<file path="config.mk">
export PLATFORM = sky130hd
export DESIGN_NAME = prog_loader_flat
export DESIGN_NICKNAME = d
export VERILOG_FILES = /design/src/rtl/alpha_pkg.sv /design/src/rtl/prog_loader_if.sv /design/src/rtl/prog_loader_word_asm.sv /design/src/rtl/prog_loader.sv /design/src/flat_wrapper.sv
export SDC_FILE = /design/constraint.sdc
export NUM_CORES = 1
export LEC_CHECK = 0
export CAP_MARGIN = 25
export CORE_UTILIZATION = 55
export DETAILED_ROUTE_END_ITERATION = 12
export HOLD_SLACK_MARGIN = 0.05
export MAX_ROUTING_LAYER = met4
export PLACE_DENSITY = 0.8
export SKIP_CTS_REPAIR_TIMING = 1
export SYNTH_ARGS = -nofsm -noshare
export SYNTH_HDL_FRONTEND = slang
export SYNTH_SLANG_ARGS = --single-unit
</file>
<file path="constraint.sdc">
create_clock -name clk -period 5.2 [get_ports clk]
set_input_delay 1.04 -clock clk [delete_from_list [all_inputs] [get_ports clk]]
set_output_delay 1.04 -clock clk [all_outputs]
set_load 0.02 [all_outputs]
</file>
<file path="src/rtl/alpha_pkg.sv">
// Shared loader definitions: datapath width, instruction memory geometry and
// the loader state encoding.
package alpha_pkg;
    localparam int XLEN       = 32;
    localparam int IMEM_DEPTH = 256;
    localparam int IMEM_AW    = $clog2(IMEM_DEPTH);

    typedef enum logic [2:0] {
        LD_IDLE  = 3'd0,
        LD_LOAD  = 3'd1,
        LD_CHECK = 3'd2,
        LD_DONE  = 3'd3,
        LD_ERR   = 3'd4
    } ld_state_t;
endpackage

</file>
<file path="src/rtl/prog_loader_if.sv">
// Host byte stream plus instruction-memory write port and loader status.
// The host/bench drives through master; the loader sits on slave.
interface prog_loader_if
    import alpha_pkg::*;
#(
    parameter int ADDR_W = IMEM_AW,
    parameter int DATA_W = XLEN
);
    logic              start;
    logic [ADDR_W:0]   len_words;
    logic              byte_valid;
    logic [7:0]        byte_data;
    logic              byte_ready;
    logic              mem_we;
    logic [ADDR_W-1:0] mem_addr;
    logic [DATA_W-1:0] mem_wdata;
    logic              core_rst_n;
    logic              busy;
    logic              done;
    logic              err;

    modport master (
        output start, len_words, byte_valid, byte_data,
        input  byte_ready, mem_we, mem_addr, mem_wdata, core_rst_n, busy, done, err
    );

    modport slave (
        input  start, len_words, byte_valid, byte_data,
        output byte_ready, mem_we, mem_addr, mem_wdata, core_rst_n, busy, done, err
    );
endinterface

</file>
<file path="src/rtl/prog_loader_word_asm.sv">
// Little-endian word assembler: collects three bytes in lanes and presents the
// full word combinationally together with the fourth byte.
module word_asm
    import alpha_pkg::*;
(
    input  logic            clk,
    input  logic            rst_n,
    input  logic            clr_i,
    input  logic            byte_en_i,
    input  logic [7:0]      byte_i,
    output logic [XLEN-1:0] word_o,
    output logic            word_ok_o
);
    logic [1:0] idx_q;

    always_ff @(posedge clk or negedge rst_n) begin
        if (!rst_n) begin
            idx_q <= 2'd0;
        end else if (clr_i) begin
            idx_q <= 2'd0;
        end else if (byte_en_i) begin
            idx_q <= idx_q + 2'd1;
        end
    end

    // Lane 3 is never stored: it is the byte arriving on the completing edge.
    genvar gi;
    generate
        for (gi = 0; gi < 3; gi++) begin : g_lane
            logic [7:0] byte_q;
            always_ff @(posedge clk or negedge rst_n) begin
                if (!rst_n) begin
                    byte_q <= 8'h00;
                end else if (clr_i) begin
                    byte_q <= 8'h00;
                end else if (byte_en_i && idx_q == 2'(gi)) begin
                    byte_q <= byte_i;
                end
            end
        end
    endgenerate

    assign word_o    = {byte_i, g_lane[2].byte_q, g_lane[1].byte_q, g_lane[0].byte_q};
    assign word_ok_o = byte_en_i && (idx_q == 2'd3);
endmodule

</file>
<file path="src/rtl/prog_loader.sv">
// Program loader: streams words into instruction memory, verifies the trailing
// checksum and releases the core from reset only after a clean load.
module prog_loader
    import alpha_pkg::*;
#(
    parameter int DEPTH  = IMEM_DEPTH,
    parameter int ADDR_W = $clog2(DEPTH)
)
(
    input  logic         clk,
    input  logic         rst_n,
    prog_loader_if.slave bus
);
    ld_state_t         state_q;
    logic [ADDR_W:0]   len_q;
    logic [ADDR_W:0]   widx_q;
    logic [XLEN-1:0]   sum_q;
    logic              mem_we_q;
    logic [ADDR_W-1:0] mem_addr_q;
    logic [XLEN-1:0]   mem_wdata_q;
    logic              core_rst_n_q;
    logic              busy_q;
    logic              done_q;
    logic              err_q;

    logic              accept;
    logic              start_ok;
    logic              len_legal;
    logic [XLEN-1:0]   asm_word;
    logic              asm_ok;

    // busy_q doubles as byte_ready: high exactly in LOAD and CHECK.
    assign accept    = bus.byte_valid && busy_q;
    assign start_ok  = bus.start && !busy_q;
    assign len_legal = (bus.len_words != '0) && (bus.len_words <= (ADDR_W+1)'(DEPTH));

    word_asm u_asm (
        .clk       (clk),
        .rst_n     (rst_n),
        .clr_i     (start_ok),
        .byte_en_i (accept),
        .byte_i    (bus.byte_data),
        .word_o    (asm_word),
        .word_ok_o (asm_ok)
    );

    always_ff @(posedge clk or negedge rst_n) begin
        if (!rst_n) begin
            state_q      <= LD_IDLE;
            len_q        <= '0;
            widx_q       <= '0;
            sum_q        <= '0;
            mem_we_q     <= 1'b0;
            mem_addr_q   <= '0;
            mem_wdata_q  <= '0;
            core_rst_n_q <= 1'b0;
            busy_q       <= 1'b0;
            done_q       <= 1'b0;
            err_q        <= 1'b0;
        end else begin
            mem_we_q <= 1'b0;
            case (state_q)
                LD_IDLE, LD_DONE, LD_ERR: begin
                    if (bus.start) begin
                        core_rst_n_q <= 1'b0;
                        done_q       <= 1'b0;
                        widx_q       <= '0;
                        sum_q        <= '0;
                        if (len_legal) begin
                            state_q <= LD_LOAD;
                            len_q   <= bus.len_words;
                            busy_q  <= 1'b1;
                            err_q   <= 1'b0;
                        end else begin
                            state_q <= LD_ERR;
                            err_q   <= 1'b1;
                        end
                    end
                end
                LD_LOAD: begin
                    if (asm_ok) begin
                        mem_we_q    <= 1'b1;
                        mem_addr_q  <= widx_q[ADDR_W-1:0];
                        mem_wdata_q <= asm_word;
                        sum_q       <= sum_q + asm_word;
                        widx_q      <= widx_q + 1'b1;
                        if (widx_q == len_q - 1'b1) begin
                            state_q <= LD_CHECK;
                        end
                    end
                end
                LD_CHECK: begin
                    if (asm_ok) begin
                        busy_q <= 1'b0;
                        if (asm_word == sum_q) begin
                            state_q      <= LD_DONE;
                            done_q       <= 1'b1;
                            core_rst_n_q <= 1'b1;
                        end else begin
                            state_q <= LD_ERR;
                            err_q   <= 1'b1;
                        end
                    end
                end
                default: begin
                    state_q <= LD_IDLE;
                    busy_q  <= 1'b0;
                end
            endcase
        end
    end

    assign bus.byte_ready = busy_q;
    assign bus.mem_we     = mem_we_q;
    assign bus.mem_addr   = mem_addr_q;
    assign bus.mem_wdata  = mem_wdata_q;
    assign bus.core_rst_n = core_rst_n_q;
    assign bus.busy       = busy_q;
    assign bus.done       = done_q;
    assign bus.err        = err_q;
endmodule

</file>
<file path="src/flat_wrapper.sv">
// flat-port wrapper written by rule: the top's interface ports become plain ports
module prog_loader_flat import alpha_pkg::*;
#(
    parameter int DEPTH  = IMEM_DEPTH,
    parameter int ADDR_W = $clog2(DEPTH)
)
  (clk, rst_n, bus_start, bus_len_words, bus_byte_valid, bus_byte_data, bus_byte_ready, bus_mem_we, bus_mem_addr, bus_mem_wdata, bus_core_rst_n, bus_busy, bus_done, bus_err);
  prog_loader_if #(.ADDR_W(ADDR_W)) bus_i ();
  input  logic clk;
  input  logic rst_n;
  input wire logic [$bits(bus_i.start)-1:0] bus_start;
  input wire logic [$bits(bus_i.len_words)-1:0] bus_len_words;
  input wire logic [$bits(bus_i.byte_valid)-1:0] bus_byte_valid;
  input wire logic [$bits(bus_i.byte_data)-1:0] bus_byte_data;
  output wire logic [$bits(bus_i.byte_ready)-1:0] bus_byte_ready;
  output wire logic [$bits(bus_i.mem_we)-1:0] bus_mem_we;
  output wire logic [$bits(bus_i.mem_addr)-1:0] bus_mem_addr;
  output wire logic [$bits(bus_i.mem_wdata)-1:0] bus_mem_wdata;
  output wire logic [$bits(bus_i.core_rst_n)-1:0] bus_core_rst_n;
  output wire logic [$bits(bus_i.busy)-1:0] bus_busy;
  output wire logic [$bits(bus_i.done)-1:0] bus_done;
  output wire logic [$bits(bus_i.err)-1:0] bus_err;
  assign bus_i.start = bus_start;
  assign bus_i.len_words = bus_len_words;
  assign bus_i.byte_valid = bus_byte_valid;
  assign bus_i.byte_data = bus_byte_data;
  assign bus_byte_ready = bus_i.byte_ready;
  assign bus_mem_we = bus_i.mem_we;
  assign bus_mem_addr = bus_i.mem_addr;
  assign bus_mem_wdata = bus_i.mem_wdata;
  assign bus_core_rst_n = bus_i.core_rst_n;
  assign bus_busy = bus_i.busy;
  assign bus_done = bus_i.done;
  assign bus_err = bus_i.err;
  prog_loader #(.DEPTH(DEPTH), .ADDR_W(ADDR_W)) u_core (.clk(clk), .rst_n(rst_n), .bus(bus_i));
endmodule
</file>
==> flow_summary.json <==
{
  "h-tree-depth": 4,
  "route.detailed.wl_per_inst_um": 17.4,
  "power_density_nw_per_um2": 496,
  "synthArstFlopShare_pct": 100,
  "rows": 40,
  "slowest_delay_ns": 0.54,
  "outcome": "complete, no violations",
  "combPwrFrac_pct": 33.9,
  "clock-sinks": 123,
  "drive_gt1_share_pct": 7.49,
  "worst_pin_slew_ns": 0.946,
  "hp-class": "in -> async",
  "die_width_um": 114,
  "antenna_found_initial": 0,
  "initial_core_util_pct": 57.1,
  "area_growth_pct": 19.5,
  "antenna_left": 0,
  "ys_warn_count": 0,
  "cts-buffers-inserted": 17,
  "via_per_inst": 5.90,
  "hold_viol": 0,
  "ys_seq_elements": 123,
  "synth_ff_type": "dfrtp_1",
  "ioPinCount": 67,
  "period_needed_ns": 3.30,
  "syn-num-nets": 827,
  "core_um2": 12100,
  "postPlaceCellArea_um2": 7620,
  "clk_pin_slew_ns": 0.05,
  "cp-end-kind": "flop",
  "first_pass_iters": 5,
  "p_sw_mw": 1.47,
  "synth-edff-count": 0,
  "critical_path_buf_inv_count": 3,
  "avgSynthCellArea_um2": 9.00,
  "die-height_um": 114,
  "p_sw_share_pct": 35.9,
  "portBuffers": 66,
  "cts_tree": "built",
  "p_seq_share_pct": 35.4,
  "vias": 5874,
  "fillerInstances": 984,
  "worstPathRequired_ns": 5.50,
  "stdcell_count": 996,
  "cp_cell_sequence": "clkdlybuf4s50_1 > and2_1 > nand2_1 > or2_2 > inv_1 > nor2_1 > buf_4 > a211oi_1 > nand2_1",
  "synth-seq-area-share_pct": 44.5,
  "irDropWorstVdd_mv": 0.270,
  "finalInstanceArea_um2": 8260,
  "diodes": 0,
  "dp_cells": 963,
  "p_leak_nw": 3.96,
  "power_frac_clock_pct": 30.7,
  "overflow": 0,
  "p_int_mw": 2.63,
  "crit_top_cell": "nand2_1",
  "startpoint_type": "primary input",
  "path_delay_family": "buffers and inverters",
  "die-area_um2": 13000,
  "slew_headroom_pct": 36.9,
  "drtIter0Drc": 460,
  "period_share_pct": 63.5,
  "clock_skew_ns": 0.00544,
  "drv_slew": 0,
  "insertion_delay_ns": 0.42,
  "grt_max_degree": 65,
  "place_congestion": 0.905,
  "wl_um": 17400,
  "worst_slack_ns": 1.90,
  "dp_slack_ns": 1.48,
  "fin_nets": 874,
  "critPathMaxFanout": 32,
  "cts_root_buffer": "clkbuf_16",
  "grt_pass1_vias": 5856,
  "setup_violations": 0,
  "syn_inst": 768,
  "mostFrequentLayoutCells": "nand2_1 (195), dfrtp_1 (123), clkdlybuf4s50_1 (65)",
  "grt_util_all_layers_pct": 29.7,
  "cpMaxStageDelayCell": "or2_2",
  "arrival_ns": 3.60,
  "netlist_area_um2": 6910,
  "grt_pass1_wl_um": 29000,
  "max_freq_mhz": 303,
  "synth.distinct_cells": 63,
  "post-dp-hpwl_um": 12200,
  "post-route-util_pct": 68.2,
  "final_common_cell": "nand2_1",
  "maxCapViolCount": 0,
  "drcViolationCount": 0,
  "tns_ns": 0,
  "crit_type": "in -> reg",
  "grt_setup_unrepaired": "false",
  "clk_path_buf_depth": 2
}
-- synthesized netlist by cell type, drive strengths merged (11+ instances only) --
cell    count  share of area, %
a21o       18               2.0
a21oi      31               2.2
buf        14               1.1
clkbuf     31               1.8
dfrtp     123                45
ha         37               6.7
inv        13              0.71
nand2     195                11
nand3      21               1.5
nor2       21               1.1
nor3       11              0.80
o21ai      64               4.6
xnor2      26               3.3
xor2       18               2.3
-- power by group through the flow --
stage	Combinational [mW]	Sequential (mW)	Clock [mW]
after floorplan	0.814	1.51	0
after global placement	1.32	1.44	0
after detailed placement	1.37	1.46	0
after CTS	1.39	1.44	1.27
after global routing	1.52	1.48	1.31
final	1.39	1.45	1.26
-- flip-flops by register name, indices dropped and copies added (netlist names) --
name / flops
u_core.bus.mem_we: 1
u_core.u_asm.idx_q: 2
u_core.bus.mem_wdata: 32
u_core.state_q: 3
u_core.bus.err: 1
u_core.sum_q: 32
u_core.bus.mem_addr: 8
u_core.widx_q: 9
u_core.len_q: 9
u_core.bus.done: 1
u_core.u_asm.g_lane.byte_q: 24
u_core.bus.busy: 1
-- per-stage QoR --
step	power [mW]	hold WS, ns
detailed placement	2.83	0.462
floorplan	2.32	0.453
finish	4.09	0.426
global placement	2.76	0.457
CTS	4.10	0.420
global route	4.31	0.421
-- worst paths after layout --
check | startpoint | endpoint | slack, ns | cells past startpoint
max | bus_byte_valid | u_core.sum_q[29]$_DFFE_PN0P_ | 1.90 | 9
min | rst_n | u_core.sum_q[4]$_DFFE_PN0P_ | 0.43 | 1
max reg2reg | u_core.u_asm.g_lane[0].byte_q[0]$_DFFE_PN0P_ | u_core.sum_q[28]$_DFFE_PN0P_ | 2.28 | 10
min reg2reg | u_core.bus.mem_wdata[26]$_DFFE_PN0P_ | u_core.bus.mem_wdata[26]$_DFFE_PN0P_ | 0.47 | 2
max in group asynchronous | rst_n | u_core.widx_q[5]$_DFFE_PN0P_ | 3.78 | 2
min in group clk | u_core.bus.mem_wdata[26]$_DFFE_PN0P_ | u_core.bus.mem_wdata[26]$_DFFE_PN0P_ | 0.47 | 2
-- layout make-up --
type	count	area, µm²	area share [%]
Clock buffer	21	460	5.57
Clock inverter	11	168	2.03
Inverter	13	48.8	0.591
Multi-Input combinational cell	587	3580	43.4
Sequential cell	123	3080	37.3
Tap cell	168	210	2.55
Timing Repair Buffer	73	711	8.60
-- per-layer routing --
layer	up-vias	wire length, µm	global-route usage (%)
li1	2774	-	-
met4	0	436	12.1
met3	38	883	5.72
met1	2870	7430	36.8
met5	-	0	-
met2	192	8600	47.9
-- cells by family (layout without fill, tap and decap cells) --
family / after synthesis / in the layout / synth area share, %
buffers and inverters: 58 / 118 / 3.60
DFF: 123 / 123 / 44.5
adders and majority gates: 38 / 38 / 6.99
AOI/OAI and AO/OA: 179 / 179 / 16.6
and+or+nand+nor: 312 / 312 / 20.5
xor gates and xnor gates: 44 / 44 / 5.58
muxes: 14 / 14 / 2.21
No activity file was read; power rests on OpenSTA's default activity.
